--- src/rtl/vga_vram_arbiter_if.sv ---
// Host-side request/ack bus for the VGA framebuffer arbiter.
// master = host requester, slave = arbiter.
interface vga_vram_arbiter_if #(
    parameter int ADDR_W = 15,
    parameter int DATA_W = 8
);
    logic              host_req;
    logic              host_we;
    logic [ADDR_W-1:0] host_addr;
    logic [DATA_W-1:0] host_wdata;
    logic              host_ack;
    logic [DATA_W-1:0] host_rdata;
    logic              host_rvalid;

    modport master (
        output host_req, host_we, host_addr, host_wdata,
        input  host_ack, host_rdata, host_rvalid
    );

    modport slave (
        input  host_req, host_we, host_addr, host_wdata,
        output host_ack, host_rdata, host_rvalid
    );
endinterface

--- src/rtl/vga_vram_arbiter.sv ---
// vga_vram_arbiter: shares one single-port synchronous framebuffer RAM between
// VGA scanout (one fetch per 25 MHz pixel period) and a host req/ack port.
// Scanout data and syncs leave two system clocks after the counters arrive.
// Optional feature macro: VGA_TEST_PATTERN_EN adds a test_mode input that
// replaces RAM scanout with a generated pattern and frees every slot for the host.
module vga_vram_arbiter #(
    parameter int H_PIX   = 160,
    parameter int V_PIX   = 120,
    parameter int H_SHIFT = 2,
    parameter int V_SHIFT = 2,
    parameter int ADDR_W  = 15,
    parameter int DATA_W  = 8
) (
    input  logic              clk_50MHz,
    input  logic              clear,
    input  logic              clk_25MHz,
    input  logic [9:0]        h_count,
    input  logic [9:0]        v_count,
    input  logic              bright,
    input  logic              h_sync,
    input  logic              v_sync,
`ifdef VGA_TEST_PATTERN_EN
    input  logic              test_mode,
`endif
    output logic [DATA_W-1:0] pixel_out,
    output logic              h_sync_out,
    output logic              v_sync_out,
    output logic              bright_out,
    output logic [ADDR_W-1:0] ram_addr,
    output logic              ram_we,
    output logic [DATA_W-1:0] ram_wdata,
    input  logic [DATA_W-1:0] ram_rdata,
    vga_vram_arbiter_if.slave host
);
    localparam int unsigned FB_SIZE = H_PIX * V_PIX;

    typedef enum logic [0:0] {H_IDLE, H_RWAIT} host_state_t;

    host_state_t       state_reg, state_next;
    logic              c25_q;
    logic              phase0;
    logic              test_active;
    logic              disp_slot;
    logic              grant;
    logic              in_range;
    logic [ADDR_W-1:0] disp_addr;
    logic              p1_reg;
    logic              stage_hs_reg, stage_vs_reg, stage_bright_reg;
    logic              rd_oor_reg;
    logic [DATA_W-1:0] host_rdata_reg;
    logic              host_rvalid_reg;
    logic [DATA_W-1:0] pix_src;

`ifdef VGA_TEST_PATTERN_EN
    logic [DATA_W-1:0] pattern;
    logic [DATA_W-1:0] stage_pat_reg;
    logic              stage_test_reg;

    assign test_active = test_mode;

    // Pattern bit gi is h_count[7] xor the counter bit aligned from bit 9 downward;
    // bits that fall below h_count[0] keep only the h_count[7] term.
    generate
        for (genvar gi = 0; gi < DATA_W; gi++) begin : g_pattern
            localparam int SRC = 10 - DATA_W + gi;
            if (SRC >= 0) begin : g_xor
                assign pattern[gi] = h_count[7] ^ h_count[SRC];
            end else begin : g_pad
                assign pattern[gi] = h_count[7];
            end
        end
    endgenerate

    assign pix_src = stage_test_reg ? stage_pat_reg : ram_rdata;
`else
    assign test_active = 1'b0;
    assign pix_src     = ram_rdata;
`endif

    // Phase0 is the first system cycle after a pixel-clock rise; the display owns it when bright.
    assign phase0    = clk_25MHz & ~c25_q;
    assign disp_slot = phase0 & bright & ~test_active & ~clear;
    assign disp_addr = ADDR_W'(32'(v_count >> V_SHIFT) * 32'(H_PIX) + 32'(h_count >> H_SHIFT));
    assign in_range  = 32'(host.host_addr) < FB_SIZE;
    assign grant     = host.host_req & ~disp_slot & (state_reg == H_IDLE) & ~clear;

    assign host.host_ack    = grant;
    assign host.host_rdata  = host_rdata_reg;
    assign host.host_rvalid = host_rvalid_reg;

    // Host FSM next state and the RAM port mux (display first, then host, else idle).
    always_comb begin
        state_next = state_reg;
        ram_addr   = '0;
        ram_we     = 1'b0;
        ram_wdata  = '0;
        case (state_reg)
            H_IDLE:  if (grant && !host.host_we) state_next = H_RWAIT;
            H_RWAIT: state_next = H_IDLE;
            default: state_next = H_IDLE;
        endcase
        if (disp_slot) begin
            ram_addr = disp_addr;
        end else if (grant) begin
            ram_addr  = host.host_addr;
            ram_we    = host.host_we & in_range;
            ram_wdata = host.host_wdata;
        end
    end

    // Host FSM state, out-of-range read flag and registered read return.
    always_ff @(posedge clk_50MHz) begin
        if (clear) begin
            state_reg       <= H_IDLE;
            rd_oor_reg      <= 1'b0;
            host_rdata_reg  <= '0;
            host_rvalid_reg <= 1'b0;
        end else begin
            state_reg       <= state_next;
            host_rvalid_reg <= (state_reg == H_RWAIT);
            if (grant && !host.host_we)
                rd_oor_reg <= ~in_range;
            if (state_reg == H_RWAIT)
                host_rdata_reg <= rd_oor_reg ? '0 : ram_rdata;
        end
    end

    // Pixel-clock edge detect and the two-stage scanout pipeline (stage at phase0, output one cycle later).
    always_ff @(posedge clk_50MHz) begin
        if (clear) begin
            c25_q            <= 1'b1;
            p1_reg           <= 1'b0;
            stage_hs_reg     <= 1'b0;
            stage_vs_reg     <= 1'b0;
            stage_bright_reg <= 1'b0;
            pixel_out        <= '0;
            h_sync_out       <= 1'b0;
            v_sync_out       <= 1'b0;
            bright_out       <= 1'b0;
        end else begin
            c25_q  <= clk_25MHz;
            p1_reg <= phase0;
            if (phase0) begin
                stage_hs_reg     <= h_sync;
                stage_vs_reg     <= v_sync;
                stage_bright_reg <= bright;
            end
            if (p1_reg) begin
                pixel_out  <= stage_bright_reg ? pix_src : '0;
                h_sync_out <= stage_hs_reg;
                v_sync_out <= stage_vs_reg;
                bright_out <= stage_bright_reg;
            end
        end
    end

`ifdef VGA_TEST_PATTERN_EN
    // Pattern value and mode travel with the syncs so test output keeps the same latency.
    always_ff @(posedge clk_50MHz) begin
        if (clear) begin
            stage_pat_reg  <= '0;
            stage_test_reg <= 1'b0;
        end else if (phase0) begin
            stage_pat_reg  <= pattern;
            stage_test_reg <= test_mode;
        end
    end
`endif
endmodule

--- src/flat_wrapper.sv ---
// flat-port wrapper written by rule: the top's interface ports become plain ports
module vga_vram_arbiter_flat 
#(
    parameter int H_PIX   = 160,
    parameter int V_PIX   = 120,
    parameter int H_SHIFT = 2,
    parameter int V_SHIFT = 2,
    parameter int ADDR_W  = 15,
    parameter int DATA_W  = 8
)
  (clk_50MHz, clear, clk_25MHz, h_count, v_count, bright, h_sync, v_sync, pixel_out, h_sync_out, v_sync_out, bright_out, ram_addr, ram_we, ram_wdata, ram_rdata, host_host_req, host_host_we, host_host_addr, host_host_wdata, host_host_ack, host_host_rdata, host_host_rvalid);
  vga_vram_arbiter_if #(.ADDR_W(ADDR_W), .DATA_W(DATA_W)) host_i ();
  input  logic clk_50MHz;
  input  logic clear;
  input  logic clk_25MHz;
  input  logic [9:0] h_count;
  input  logic [9:0] v_count;
  input  logic bright;
  input  logic h_sync;
  input  logic v_sync;
  output logic [DATA_W-1:0] pixel_out;
  output logic h_sync_out;
  output logic v_sync_out;
  output logic bright_out;
  output logic [ADDR_W-1:0] ram_addr;
  output logic ram_we;
  output logic [DATA_W-1:0] ram_wdata;
  input  logic [DATA_W-1:0] ram_rdata;
  input wire logic [$bits(host_i.host_req)-1:0] host_host_req;
  input wire logic [$bits(host_i.host_we)-1:0] host_host_we;
  input wire logic [$bits(host_i.host_addr)-1:0] host_host_addr;
  input wire logic [$bits(host_i.host_wdata)-1:0] host_host_wdata;
  output wire logic [$bits(host_i.host_ack)-1:0] host_host_ack;
  output wire logic [$bits(host_i.host_rdata)-1:0] host_host_rdata;
  output wire logic [$bits(host_i.host_rvalid)-1:0] host_host_rvalid;
  assign host_i.host_req = host_host_req;
  assign host_i.host_we = host_host_we;
  assign host_i.host_addr = host_host_addr;
  assign host_i.host_wdata = host_host_wdata;
  assign host_host_ack = host_i.host_ack;
  assign host_host_rdata = host_i.host_rdata;
  assign host_host_rvalid = host_i.host_rvalid;
  vga_vram_arbiter #(.H_PIX(H_PIX), .V_PIX(V_PIX), .H_SHIFT(H_SHIFT), .V_SHIFT(V_SHIFT), .ADDR_W(ADDR_W), .DATA_W(DATA_W)) u_core (.clk_50MHz(clk_50MHz), .clear(clear), .clk_25MHz(clk_25MHz), .h_count(h_count), .v_count(v_count), .bright(bright), .h_sync(h_sync), .v_sync(v_sync), .pixel_out(pixel_out), .h_sync_out(h_sync_out), .v_sync_out(v_sync_out), .bright_out(bright_out), .ram_addr(ram_addr), .ram_we(ram_we), .ram_wdata(ram_wdata), .ram_rdata(ram_rdata), .host(host_i));
endmodule
--- config.mk ---
export PLATFORM = sky130hd
export DESIGN_NAME = vga_vram_arbiter_flat
export DESIGN_NICKNAME = d
export VERILOG_FILES = /design/src/rtl/vga_vram_arbiter_if.sv /design/src/rtl/vga_vram_arbiter.sv /design/src/flat_wrapper.sv
export SDC_FILE = /design/constraint.sdc
export NUM_CORES = 1
export LEC_CHECK = 0
export CORE_MARGIN = 5
export CORE_UTILIZATION = 38
export CTS_CLUSTER_DIAMETER = 50
export DETAILED_ROUTE_END_ITERATION = 8
export PLACE_DENSITY = 0.83
export SYNTH_ARGS = -nofsm -noshare
export SYNTH_HDL_FRONTEND = slang
export SYNTH_SLANG_ARGS = --single-unit
--- constraint.sdc ---
create_clock -name clk_50MHz -period 3.55 [get_ports clk_50MHz]
set_input_delay 0.71 -clock clk_50MHz [delete_from_list [all_inputs] [get_ports clk_50MHz]]
set_output_delay 0.71 -clock clk_50MHz [all_outputs]
set_load 0.01 [all_outputs]
## After elaboration in Yosys (flattened, before gate mapping)

Index checks and enable logic that the tools add are counted.

- Input bits: 59
- Flip-flop bits (word level): 27

- Multipliers: 1
- Add/sub/neg operators: 1
- $lt $le $gt $ge: 1
- Bitwise logic cells: 12
- Multiplexer cells: 10
- Reduce and logical (&&, ||, !) cells: 2

Operators with widths:

| operator | count |
|---|---|
| $mux 8 | 4 |
| $mux 15 | 2 |
| $add 15x8->15 | 1 |
| $lt 15x15->1 const B | 1 |
| $mul 8x3->10 const B | 1 |
| $and 1x1->1 | 7 |
| $not 1->1 | 5 |
| $mux 1 | 3 |
| $pmux 1 s2 | 1 |
| $logic_and 1x1->1 | 1 |
| $logic_not 1->1 | 1 |

## Longest topological paths before layout

Gate-level depths: netlist (run 1).

- Depth in word-level cells: 11
- Gate-level depth with buffers: 10

## Worst setup path before layout (run 1)

No wires, ideal clock.

- Kind: input-to-output
- Start point: input port v_count[3]
- End point: output port ram_addr[13]
- Cell stages on the path: 10
- Path slack: 0.291 ns
- Buffers on the path: 0
- Data arrival time: 2.549 ns
- Cells stage by stage: ha_1 > ha_1 > inv_1 > fa_1 > nor2b_1 > o31ai_1 > xnor2_1 > nand3_1 > xor2_1 > o21ai_1

- Cells in the longest elaborated chain, start to end: 3

RTL lines:

| item | RTL line | text |
|---|---|---|
| from (decl) | flat_wrapper.sv:17 | `input logic [9:0] v_count;` |
| $mul 8x3->10 | vga_vram_arbiter.sv:83 | `assign disp_addr = ADDR_W'(32'(v_count >> V_SHIFT) * 32'(H_PIX) + 32'(h_count >> H_SHIFT));` |
| $add 15x8->15 | vga_vram_arbiter.sv:83 |  |
| $mux 15 | vga_vram_arbiter.sv:102 | `if (disp_slot) begin` |
| to (decl) | flat_wrapper.sv:25 | `output logic [ADDR_W-1:0] ram_addr;` |

No other way between the ends.

## Final worst setup path (run 1)

- Start point: input port v_count[5]
- End point: output port ram_addr[12]

The elaborated chain is that of the path after synthesis.

==> results of run 1 <==
## placed cells by master, fill, tap and decap left out, types with 5 or more instances in the layout
master / netlist / layout
nor2_1: 29 / 28
dfxtp_1: 27 / 27
a22oi_1: 8 / 8
and2_1: 11 / 11
a22o_1: 6 / 6
ha_4: 0 / 11
buf_4: 0 / 24
nor2b_1: 15 / 14
a21oi_1: 14 / 14
clkdlybuf4s50_1: 0 / 84
o21ai_1: 5 / 5
o21ai_0: 6 / 5
nand2_1: 17 / 16
inv_1: 8 / 7
## logic make-up after synthesis
logic type	Yosys count	synth area share, %
AND/OR/NAND/NOR	85	24.5
adder cells (fa/ha/maj)	17	13.1
flip-flops	27	31.2
XOR/XNOR	10	5.49
buffers and inverters	19	4.12
AO/OA/AOI/OAI	52	20.4
multiplexers	2	1.16
## worst paths after layout
check,slack (ns),cells after the start,end,from
worst max-delay path,0.07,13,ram_addr[12],v_count[5]
worst min-delay path,0.47,2,u_core.stage_hs_reg,u_core.stage_hs_reg
worst max register to register,2.14,3,u_core.host.host_rdata[7],u_core.state_reg
worst min register to register,0.47,2,u_core.stage_hs_reg,u_core.stage_hs_reg
## critical path, cell delays in order
cell     delay, ns
buf_6         0.11
ha_4          0.26
ha_4          0.13
inv_2         0.04
fa_2          0.41
nor2b_4       0.18
o31ai_4       0.08
xnor2_1       0.13
buf_4         0.15
buf_6         0.12
xor2_2        0.17
o21ai_1       0.13
buf_2         0.15
## per-layer routing
| metal | wire (um) | track usage, % | vias to the layer above |
|---|---|---|---|
| li1 | - | - | 971 |
| met1 | 2360 | 21.4 | 949 |
| met2 | 3130 | 33.9 | 113 |
| met3 | 669 | 6.71 | 27 |
| met4 | 376 | 12.5 | 0 |
| met5 | 0 | 0 | - |
## timing repair
action	4_1_cts	5_1_grt
gates resized for setup	54	28
endpoints found under the setup margin	7	7
buffers inserted	0	3
pin swaps	8	12
hold buffers	0	0
## Yosys cell counts
| library cell | number | share of area (%) |
|---|---|---|
| a211o_1 | 1 | 0.51 |
| a211oi_1 | 1 | 0.43 |
| a211oi_2 | 1 | 0.72 |
| a21o_1 | 1 | 0.43 |
| a21oi_1 | 14 | 4.0 |
| a22o_1 | 6 | 3.0 |
| a22oi_1 | 8 | 3.5 |
| a31oi_1 | 2 | 0.72 |
| a32o_1 | 1 | 0.58 |
| and2_1 | 11 | 4.0 |
| and3_1 | 1 | 0.36 |
| clkbuf_1 | 9 | 1.9 |
| clkinv_1 | 1 | 0.22 |
| dfxtp_1 | 27 | 31 |
| fa_1 | 2 | 2.3 |
| ha_1 | 15 | 11 |
| inv_1 | 8 | 1.7 |
| inv_2 | 1 | 0.22 |
| mux2i_1 | 2 | 1.2 |
| nand2_1 | 17 | 3.7 |
| nand2b_1 | 1 | 0.36 |
| nand3_1 | 3 | 0.87 |
| nand4_2 | 1 | 0.72 |
| nor2_1 | 29 | 6.3 |
| nor2b_1 | 15 | 5.4 |
| nor3_1 | 2 | 0.58 |
| nor3b_1 | 1 | 0.43 |
| o2111ai_2 | 1 | 0.87 |
| o211ai_1 | 1 | 0.43 |
| o21ai_0 | 6 | 1.7 |
| o21ai_1 | 5 | 1.4 |
| o311a_1 | 1 | 0.58 |
| o311ai_0 | 1 | 0.51 |
| o31ai_1 | 2 | 0.87 |
| or2_1 | 1 | 0.36 |
| or2_2 | 1 | 0.36 |
| or3_1 | 1 | 0.36 |
| or4b_4 | 1 | 0.79 |
| xnor2_1 | 4 | 2.0 |
| xor2_1 | 5 | 2.5 |
| xor2_2 | 1 | 0.94 |
## power breakdown
part / internal, W / total, W / switching, W
Sequential: 0.000309 / 0.000313 / 0.00000438
Clock: 0.0000803 / 0.000167 / 0.0000870
Combinational: 0.000223 / 0.000402 / 0.000179
Total: 0.000612 / 0.000883 / 0.000271
## layout make-up
| cell class | count | area, sq um | share of cell area [%] |
|---|---|---|---|
| multi-input cells | 166 | 1370 | 42.8 |
| clock buffers | 4 | 45.0 | 1.41 |
| well taps | 52 | 65.1 | 2.03 |
| repair buffers | 124 | 1140 | 35.7 |
| flip-flops and latches | 27 | 541 | 16.9 |
| inverters | 10 | 37.5 | 1.17 |
## metrics by stage
stage	hold WS (ns)	setup TNS, ns	total power (W)	instances	util (%)
detailed placement	0.457	-4.11	0.000634	376	66.6
CTS	0.469	0	0.000836	380	70.8
floorplan	0.432	0	0.000460	212	-
finish	0.465	0	0.000883	383	73.0
global placement	0.446	-3.56	0.000625	376	66.6
global route	0.493	-0.0296	0.000925	383	73.0
==> out/qor.txt, run 1 <==
Critical Path Fanout Max: 3
Root Buffer: clkbuf_8
CTS tree: built
Final min period: 3.48 ns
Max transition margin: 62.9%
fin. max-slew vios: 0
Synth cell types: 41
Peak supply drop: 143 uV
vias in the first global route: 2124
startpoint types: input pin
row count: 24
post-place setup slack: -0.779 ns
PnR worst setup slack: 0.0738 ns
H-tree depth: 1
GPL Wtd Cong: 0.787
worst-margin pin slew: 0.556 ns
Post-DP Area: 0.00292 sq mm
number of max-cap violations: 0
die area: 0.00601 sq mm
clk slew on worst S/H paths: 0.08 ns
first-pass iteration count of the detailed router: 4
post-route ant nets: 0
CTS Sinks: 27
vias per std cell: 5.38
Port Buffers: 99
via count: 2060
final period utilization: 97.9%
Layout Skew: 0.00152 ns
GRT Overall Usage: 20.1%
Worst Hold Class: flip-flop to flip-flop
initial antenna violation count: 0
leakage power: 1.26 nW
Fillers: 323
largest net degree at the start of global routing: 26
Area Overhead vs Synth: 84.7%
Nets: 408
Post-Syn Area per Cell: 8.17 sq um
die width: 77.5 um
initial core utilization: 39.5%
pwr/cell area: 276 mW/mm^2
I/O pins: 104
ant diodes: 0
Final Instance Area: 0.00320 sq mm
wire length per cell: 17.1 um
Arrival @ worst endpoint: 2.77 ns
flops & latches, synth: 27
routed wire length: 6540 um
final hold viol count: 0
Remaining DRCs: 0
Fmax achieved: 288 MHz
number of DRC markers in iteration 0: 95
Critical Path RT: 2.84 ns
proportion of layout cells with a drive suffix above 1: 21.1%
Synth Instances: 212
total gr overflow: 0
worst-skew pair later-pin latency: 0.27 ns
Post-Syn Area: 0.00173 sq mm
DP HPWL: 4690 um
Die H: 77.5 um
Crit Path Class: input pin to output pin
clock buffer count from CTS: 3
core area: 0.00438 sq mm
Ys Warns: 0
Syn Nets: 288
first-pass GRT wire length: 9850 um
Max clock buf depth: 2
post-synthesis sequential area ratio: 31.2%
CP endpoint kind: output pin
status: finished, final reports clean
endpoints failing setup: 0
Note: power is estimated with default switching activity, not from simulation.
==> inputs of run 2 (changes only) <==
- ABC_CLOCK_PERIOD_IN_PS: unset -> 3550
- CELL_PAD_IN_SITES_DETAIL_PLACEMENT: unset -> 0
- CELL_PAD_IN_SITES_GLOBAL_PLACEMENT: unset -> 1
- CORE_UTILIZATION: 38 -> 26
- CTS_BUF_LIST: unset -> sky130_fd_sc_hd__clkbuf_4 sky130_fd_sc_hd__clkbuf_8 sky130_fd_sc_hd__clkbuf_16
==> run 2 against run 1 <==
  * Critical endpoint is now ram_addr[13]
  * Register-to-register slack gained 0.07 ns
  * Largest cell class unchanged
  * Die area grew 40%
  * Non-clock buffer count grew 6
  * Largest power group unchanged
==> out/qor.txt, run 2 (synthesis results as in run 1) <==
vias per std cell: 4.65
total gr overflow: 0
Worst Hold Class: flip-flop to flip-flop
CP dominant cell by count: ha_4
NetSw: 0.000255 W
die area: 0.00840 sq mm
number of max-cap violations: 0
Max transition margin: 65.2%
vias in the first global route: 1995
post-route ant nets: 0
wire length per cell: 14.0 um
CTS Sinks: 27
worst-skew pair later-pin latency: 0.26 ns
largest net degree at the start of global routing: 26
reg2reg path depth: 3
initial core utilization: 27.0%
Root Buffer: clkbuf_8
Min-Delay Startpoint: u_core.stage_bright_reg
routed wire length: 5810 um
RSZ-0062 raised after global routing: yes
Reg2Reg Capture Point: u_core.host.host_rdata[6]
final period utilization: 99.6%
Hold Path Depth: 2
clock buffer count from CTS: 3
first-pass GRT wire length: 9310 um
pwr/cell area: 267 mW/mm^2
Sequential Power Share: 35.4%
GPL Wtd Cong: 0.783
multi-input logic area: 0.00139 sq mm
met2 usage: 23.8%
Layout Skew: 0.000991 ns
Design Power: 0.000885 W
Remaining DRCs: 0
final core utilization: 51.7%
final hold viol count: 0
CP max-delay cell: fa_2
Fmax achieved: 283 MHz
via count: 1927
Max clock buf depth: 2
Final min period: 3.54 ns
Port Buffers: 99
Crit Path Class: input pin to output pin
most frequent cells in the layout: 83 x clkdlybuf4s50_1, 30 x buf_4, 29 x nor2_1
first-pass iteration count of the detailed router: 4
core area: 0.00642 sq mm
status: finished, final reports clean
CP cell instances: buf_8 > ha_4 > ha_4 > inv_4 > fa_2 > buf_6 > xor2_4 > nor3_2 > buf_4 > nand3_2 > xor2_1 > o21ai_1 > buf_2
worst r2r src: u_core.state_reg
DP HPWL: 4610 um
worst-margin pin slew: 0.522 ns
startpoint types: input pin
register area: 541 sq um
GRT Overall Usage: 13.4%
Final TNS setup: 0 ns
Clk pwr share: 19.3%
row count: 29
Pint: 0.000631 W
Largest stage delay, worst path: 0.42 ns
Nets: 414
ant diodes: 0
H-tree depth: 1
Worst Hold Endpoint: u_core.stage_bright_reg
Arrival @ worst endpoint: 2.83 ns
fin. max-slew vios: 0
Hold WS: 0.459 ns
clk slew on worst S/H paths: 0.08 ns
die width: 91.6 um
I/O pins: 104
Peak supply drop: 126 uV
leading cell type in the layout, fill and taps excluded: clkdlybuf4s50_1
Critical Path RT: 2.84 ns
leakage power: 1.32 nW
GR Util met1: 15.2%
Critical Path Fanout Max: 3
CTS tree: built
Fillers: 580
number of DRC markers in iteration 0: 40
endpoints failing setup: 0
sw frac: 28.8%
Area Overhead vs Synth: 91.6%
initial antenna violation count: 0
grt peak-use layer: met2
CP endpoint kind: output pin
Die H: 91.6 um
combinational power share: 45.3%
proportion of layout cells with a drive suffix above 1: 22.8%
worst reg2reg setup slack: 2.21 ns
met3 Use GR: 4.26%
## run 2: cell count changes in the layout (fill, tap and decap cells not counted), sizes merged
cell           before  now
buf                31   39
clkbuf              8    4
clkdlybuf4s15       0    1
clkdlybuf4s50      84   83
dlygate4sd2         4    5
dlymetal6s2s        1    2
## run 2: worst max-delay path by stage
stage                     startpoint           end  slack, ns  cells past startpoint
after detailed placement  v_count[5]  ram_addr[13]      -0.76                     12
after CTS                 v_count[7]  ram_addr[13]      -0.02                     12
after global routing      v_count[5]  ram_addr[13]      -0.09                     13
after floorplan           v_count[3]  ram_addr[13]       0.29                     10
after global placement    v_count[3]  ram_addr[13]      -0.72                     12
final                     v_count[5]  ram_addr[13]       0.01                     13
## run 2: power groups by stage
stage	combinational, W	sequential [W]	clock, W
global route	0.000434	0.000314	0.000193
floorplan	0.000140	0.000320	0
CTS	0.000364	0.000313	0.000180
detailed placement	0.000311	0.000321	0
finish	0.000401	0.000313	0.000171
global placement	0.000308	0.000320	0
## run 2: per-stage QoR
stage	cells	setup WS, ns	instance area, sq um
after floorplan	212	0.291	1730
after global placement	404	-0.715	2970
after detailed placement	404	-0.756	2970
after CTS	413	-0.0182	3210
after global routing	414	-0.0912	3320
final	414	0.0134	3320
## run 2: layer usage
metal,routed length (um),share of wire [%],vias to the layer above
met3,481,8.3,8
met2,2750,47,63
met4,72,1.2,0
met5,0,0,-
li1,-,-,984
met1,2510,43,872
## run 2: cell type report
class	count	share of cell area [%]
Tap cell	77	2.90
Inverter	10	1.28
Sequential cell	27	16.3
Timing Repair Buffer	130	36.2
Multi-Input combinational cell	166	41.8
Clock buffer	4	1.47
## run 2: critical path, delay by kind of cell
| family | cells | cell delay [ns] |
|---|---|---|
| AOI/OAI and AO/OA | 1 | 0.13 |
| xor gates and xnor gates | 2 | 0.31 |
| adders and majority gates | 3 | 0.84 |
| buffers and inverters | 5 | 0.57 |
| and+or+nand+nor | 2 | 0.26 |
## run 2: timing repair
action	CTS	global route
endpoints found under the setup margin	8	8
pin swaps	15	13
gates resized for setup	68	20
buffers inserted	5	1
hold buffers	0	0
==> inputs of run 3 (changes only) <==
- ABC_CLOCK_PERIOD_IN_PS: 3550 -> 3600
- clock period: 3.55 -> 3.6 ns (I/O delays scaled with it)
==> run 3 against run 2 <==
  * Power fell by 4.5%
  * Flip-flop and latch count did not move
  * Utilization fell by 1.3 points
  * Clock power barely moved
  * Critical path type unchanged
  * Critical endpoint is now ram_addr[12]
  * Largest cell class unchanged
==> out/qor.txt, run 3 (synthesis results as in run 1) <==
status: finished, final reports clean
number of DRC markers in iteration 0: 41
final hold viol count: 0
fin. max-slew vios: 0
Port Buffers: 99
Worst Hold Class: flip-flop to flip-flop
post-place setup slack: -0.686 ns
worst-skew pair later-pin latency: 0.26 ns
most frequent cells in the layout: 83 x clkdlybuf4s50_1, 33 x buf_4, 28 x nor2_1
via count: 1959
worst reg2reg setup slack: 2.24 ns
proportion of layout cells with a drive suffix above 1: 22.8%
Nets: 415
pwr/cell area: 261 mW/mm^2
leading cell type in the layout, fill and taps excluded: clkdlybuf4s50_1
first-pass iteration count of the detailed router: 4
clk slew on worst S/H paths: 0.08 ns
final period utilization: 96.9%
Final Instance Area: 0.00324 sq mm
Max clock buf depth: 2
Final min period: 3.49 ns
Crit Path Class: input pin to output pin
RSZ-0062 raised after global routing: yes
startpoint types: input pin
Die H: 91.6 um
DP HPWL: 4570 um
wire length per cell: 14.1 um
total gr overflow: 0
die area: 0.00840 sq mm
Critical Path Fanout Max: 2
leakage power: 1.30 nW
Post-DP Area: 0.00299 sq mm
CTS tree: built
first-pass GRT wire length: 9180 um
initial antenna violation count: 0
Root Buffer: clkbuf_8
row count: 29
CP endpoint kind: output pin
vias per std cell: 4.72
GPL Wtd Cong: 0.774
PnR worst setup slack: 0.112 ns
I/O pins: 104
H-tree depth: 1
Area Overhead vs Synth: 86.7%
Arrival @ worst endpoint: 2.77 ns
CTS Sinks: 27
Fmax achieved: 287 MHz
ant diodes: 0
number of max-cap violations: 0
placed insts: 406
Final TNS setup: 0 ns
worst-margin pin slew: 0.540 ns
routed wire length: 5850 um
Hold WS: 0.453 ns
die width: 91.6 um
CTS Hold Bufs: 0
endpoints failing setup: 0
Remaining DRCs: 0
clock buffer count from CTS: 3
core area: 0.00642 sq mm
initial core utilization: 27.0%
Layout Skew: 0.000844 ns
largest net degree at the start of global routing: 26
Final Instance Count excl. Fillers: 415
Peak supply drop: 104 uV
vias in the first global route: 1937
Max transition margin: 64.0%
post-route ant nets: 0
Critical Path RT: 2.88 ns
GRT Overall Usage: 13.1%
[run 3: cell count changes in the layout (fill, tap and decap cells not counted), moves of 2 or more]
cell,previous run,this run
buf_4,30,33
buf_6,2,0
clkbuf_2,0,2
ha_2,0,2
xnor2_1,2,4
xnor2_2,2,0
[run 3: routing by layer]
layer	vias up	global-route usage, %	share of wire (%)
li1	986	-	-
met3	10	3.52	8.5
met5	-	0	0
met4	0	3.27	1.4
met1	892	16.2	41
met2	71	22.7	49
[run 3: cell type report]
class | count | area (sq um)
multi-input cells | 166 | 1310
inverters | 10 | 40.0
repair buffers | 131 | 1200
well taps | 77 | 96.3
fillers | 604 | 3190
flip-flops and latches | 27 | 541
clock buffers | 4 | 48.8
[run 3: timing repair]
action / CTS / global route
setup endpoints to repair: 8 / 14
setup buffers: 3 / 2
gates resized for setup: 48 / 26
pin swaps: 9 / 13
cloned: 0 / 0
[run 3: worst paths after layout]
check,from,end,cells after the start
worst min register to register,u_core.stage_bright_reg,u_core.stage_bright_reg,2
worst max-delay path,v_count[5],ram_addr[12],13
worst min-delay path,u_core.stage_bright_reg,u_core.stage_bright_reg,2
worst max register to register,u_core.state_reg,u_core.host.host_rdata[6],3
[run 3: worst max-delay path, cell delays in order]
cell,delay (ns)
buf_4,0.13
ha_4,0.27
ha_4,0.12
inv_2,0.03
fa_2,0.37
nor2b_4,0.13
o31ai_2,0.07
xnor2_1,0.14
buf_4,0.15
buf_4,0.12
xor2_1,0.15
o21ai_1,0.17
buf_2,0.17
[run 3: metrics by stage]
step,util (%),total power [W]
after floorplan,-,0.000454
after CTS,49.1,0.000827
final,50.4,0.000846
after global routing,50.4,0.000898
after detailed placement,46.5,0.000626
after global placement,46.5,0.000622
[run 3: power by group]
part | switching (W) | internal [W] | total (W)
combinational | 0.000152 | 0.000214 | 0.000365
clock | 0.0000846 | 0.0000865 | 0.000171
sequential | 0.00000434 | 0.000305 | 0.000309
==> variant, RTL diff (flow settings as in run 2) <==
`ADDR_W` is set to 15 in 3 places; all go to 16.
--- a/src/rtl/vga_vram_arbiter_if.sv
+++ b/src/rtl/vga_vram_arbiter_if.sv
@@ -1,7 +1,7 @@
 // Host-side request/ack bus for the VGA framebuffer arbiter.
 // master = host requester, slave = arbiter.
 interface vga_vram_arbiter_if #(
-    parameter int ADDR_W = 15,
+    parameter int ADDR_W = 16,
     parameter int DATA_W = 8
 );
     logic              host_req;
--- a/src/rtl/vga_vram_arbiter.sv
+++ b/src/rtl/vga_vram_arbiter.sv
@@ -8,7 +8,7 @@
     parameter int V_PIX   = 120,
     parameter int H_SHIFT = 2,
     parameter int V_SHIFT = 2,
-    parameter int ADDR_W  = 15,
+    parameter int ADDR_W  = 16,
     parameter int DATA_W  = 8
 ) (
     input  logic              clk_50MHz,
--- a/src/flat_wrapper.sv
+++ b/src/flat_wrapper.sv
@@ -5,7 +5,7 @@
     parameter int V_PIX   = 120,
     parameter int H_SHIFT = 2,
     parameter int V_SHIFT = 2,
-    parameter int ADDR_W  = 15,
+    parameter int ADDR_W  = 16,
     parameter int DATA_W  = 8
 )
   (clk_50MHz, clear, clk_25MHz, h_count, v_count, bright, h_sync, v_sync, pixel_out, h_sync_out, v_sync_out, bright_out, ram_addr, ram_we, ram_wdata, ram_rdata, host_host_req, host_host_we, host_host_addr, host_host_wdata, host_host_ack, host_host_rdata, host_host_rvalid);
Interface: changed (resized host_host_addr and ram_addr); port bits go from 104 to 106. The function was not compared with the original's and may differ.
==> variant against run 2 <==
  * Worst setup slack better by 27 ps
  * Count of clock-buffer cells in the layout is 1 lower
  * Critical path depth is 3 lower
  * Non-clock buffer count is 2 lower
  * Sequential cell count stayed put
  * Area after synthesis is 1.3% lower
  * Power is 6.6% lower
  * Routed wire length is 1.4% lower
  * Clock skew is 7.2 ps higher
  * Final area is 4.7% lower
  * Sequential share of layout area is 0.80 points higher
  * Fmax is 0.78% higher
  * Largest cell class unchanged
==> variant: results (changes against run 2) <==
Drt
The detailed route wirelength on metal3 is 363 um (was 481 um). The average detailed-routed wire length per instance was 14.07 um (was 14.04 um). The wire length on met1 is 2471 um (was 2509 um). The iteration-0 DRC count of the detailed router is 60 (was 40). The aggregate routed wire length came to 5727 um (was 5811 um). The met2 wirelength from detailed routing is 2835 um (was 2747 um). The detail-routed via count per cell is 4.752 (was 4.655).

GRT
The total global-route track usage is 0.1298 (was 0.1343). The routing usage on met2 was 0.2206 (was 0.2380). The maximum number of pins on one net before global-route repair came to 22 (was 26). The global-route wire length before repair is 9108 um (was 9308 um). The via count of the first global-routing pass came to 1887 (was 1995). The global routing met1 resource utilization came to 0.1661 (was 0.1519).

Place
The post-placement cell count is 402 (was 404). The final weighted congestion in routability-driven placement is 0.8282 (was 0.7827). The final HPWL from detailed placement was 4614 um (was 4608 um).

The count of buffers inserted at the top-level ports was 101 (was 99).

Layout
The number of nets in the layout is 408 (was 414). The fraction of final layout cells sized beyond drive strength 1 was 0.2030 (was 0.2285). The number of fill cells in the layout is 605 (was 580).

Logic synthesis
The post-synthesis share of cell area spent on full adders, half adders and majority gates is 0.1331 (was 0.1314). Biggest area contributors in the synthesized netlist: sky130_fd_sc_hd__dfxtp_1, sky130_fd_sc_hd__ha_1, sky130_fd_sc_hd__nor2_1, sky130_fd_sc_hd__nor2b_1, sky130_fd_sc_hd__a21oi_1 (unchanged). The gate count of the mapped netlist came to 208 (was 212). The distinct cell type count of the synthesized netlist came to 36 (was 41).

The multiplexer fraction of the synthesized cell area is 0.01170 (was 0.01155). Most frequent cells after synthesis: sky130_fd_sc_hd__nor2_1, sky130_fd_sc_hd__dfxtp_1, sky130_fd_sc_hd__nand2_1 (unchanged). The part of the Yosys area used for sequential elements is 0.3160 (was 0.3119). The fraction of the mapped netlist area in compound gates was 0.2078 (was 0.2036).

The post-synth net total was 285 (was 288).

Worst setup path
The critical register-to-register path endpoint is u_core.rd_oor_reg (was u_core.host.host_rdata[6]). The timing startpoint of the critical path is v_count[4] (was v_count[5]). The flop-to-flop setup slack was 2010 ps (was 2210 ps). The cell count of the worst reg-to-reg path came to 6 (was 3).

The arrival time reported for the critical path endpoint is 2800 ps (was 2830 ps). The highest net fanout along the worst path is 2 (was 3).

Power and ir drop
The maximum vdd drop came to 0.0002329 V (was 0.0001261 V). The share of total power in sequential cells was 0.379 (was 0.354). The switching share of power is 0.2870 (was 0.2876). The part of the power in combinational logic is 0.410 (was 0.453). The leakage power of the design came to 1.266 nW (was 1.324 nW).

Run status
Result of the run: completed (unchanged).

Clock tree
The buffers inserted during post-CTS setup optimization is 4 (was 5).
variant: worst min-delay path by stage:
stage / endpoint / start / slack (ps) / depth (start not counted)
floorplan: u_core.stage_bright_reg / u_core.stage_bright_reg / 430 / 2
global placement: u_core.stage_vs_reg / u_core.stage_vs_reg / 440 / 2
detailed placement: u_core.stage_bright_reg / u_core.stage_bright_reg / 450 / 2
CTS: u_core.stage_bright_reg / u_core.stage_bright_reg / 460 / 2
global route: u_core.stage_bright_reg / u_core.stage_bright_reg / 510 / 2
finish: u_core.stage_bright_reg / u_core.stage_bright_reg / 460 / 2
variant: metrics by stage:
| stage | worst slack [ps] | power (mW) | cell area, sq um |
|---|---|---|---|
| after floorplan | 106.3 | 0.4541 | 1710 |
| after CTS | -158.9 | 0.8218 | 3144 |
| after global placement | -855.8 | 0.6160 | 2964 |
| after detailed placement | -926.3 | 0.6188 | 2964 |
| final | 40.67 | 0.8269 | 3166 |
| after global routing | -101.5 | 0.8809 | 3166 |
variant: cell type report:
type                    instances  area, sq um  area share
clock buffers                   3        41.29     0.01304
repair buffers                128         1180      0.3727
inverters                       4        15.01    0.004743
multi-input cells             167         1285      0.4059
clock inverters                 1        7.507    0.002372
flip-flops and latches         27        540.5      0.1708
well taps                      77        96.34     0.03043
variant: worst max-delay path, cell delays in order:
cell                      delay (ps)
sky130_fd_sc_hd__buf_4           130
sky130_fd_sc_hd__ha_4            290
sky130_fd_sc_hd__ha_4            200
sky130_fd_sc_hd__a21o_1          190
sky130_fd_sc_hd__and4_4          150
sky130_fd_sc_hd__or4_4           510
sky130_fd_sc_hd__and2_4          180
sky130_fd_sc_hd__xor2_1          150
sky130_fd_sc_hd__o21ai_1         120
sky130_fd_sc_hd__buf_2           160
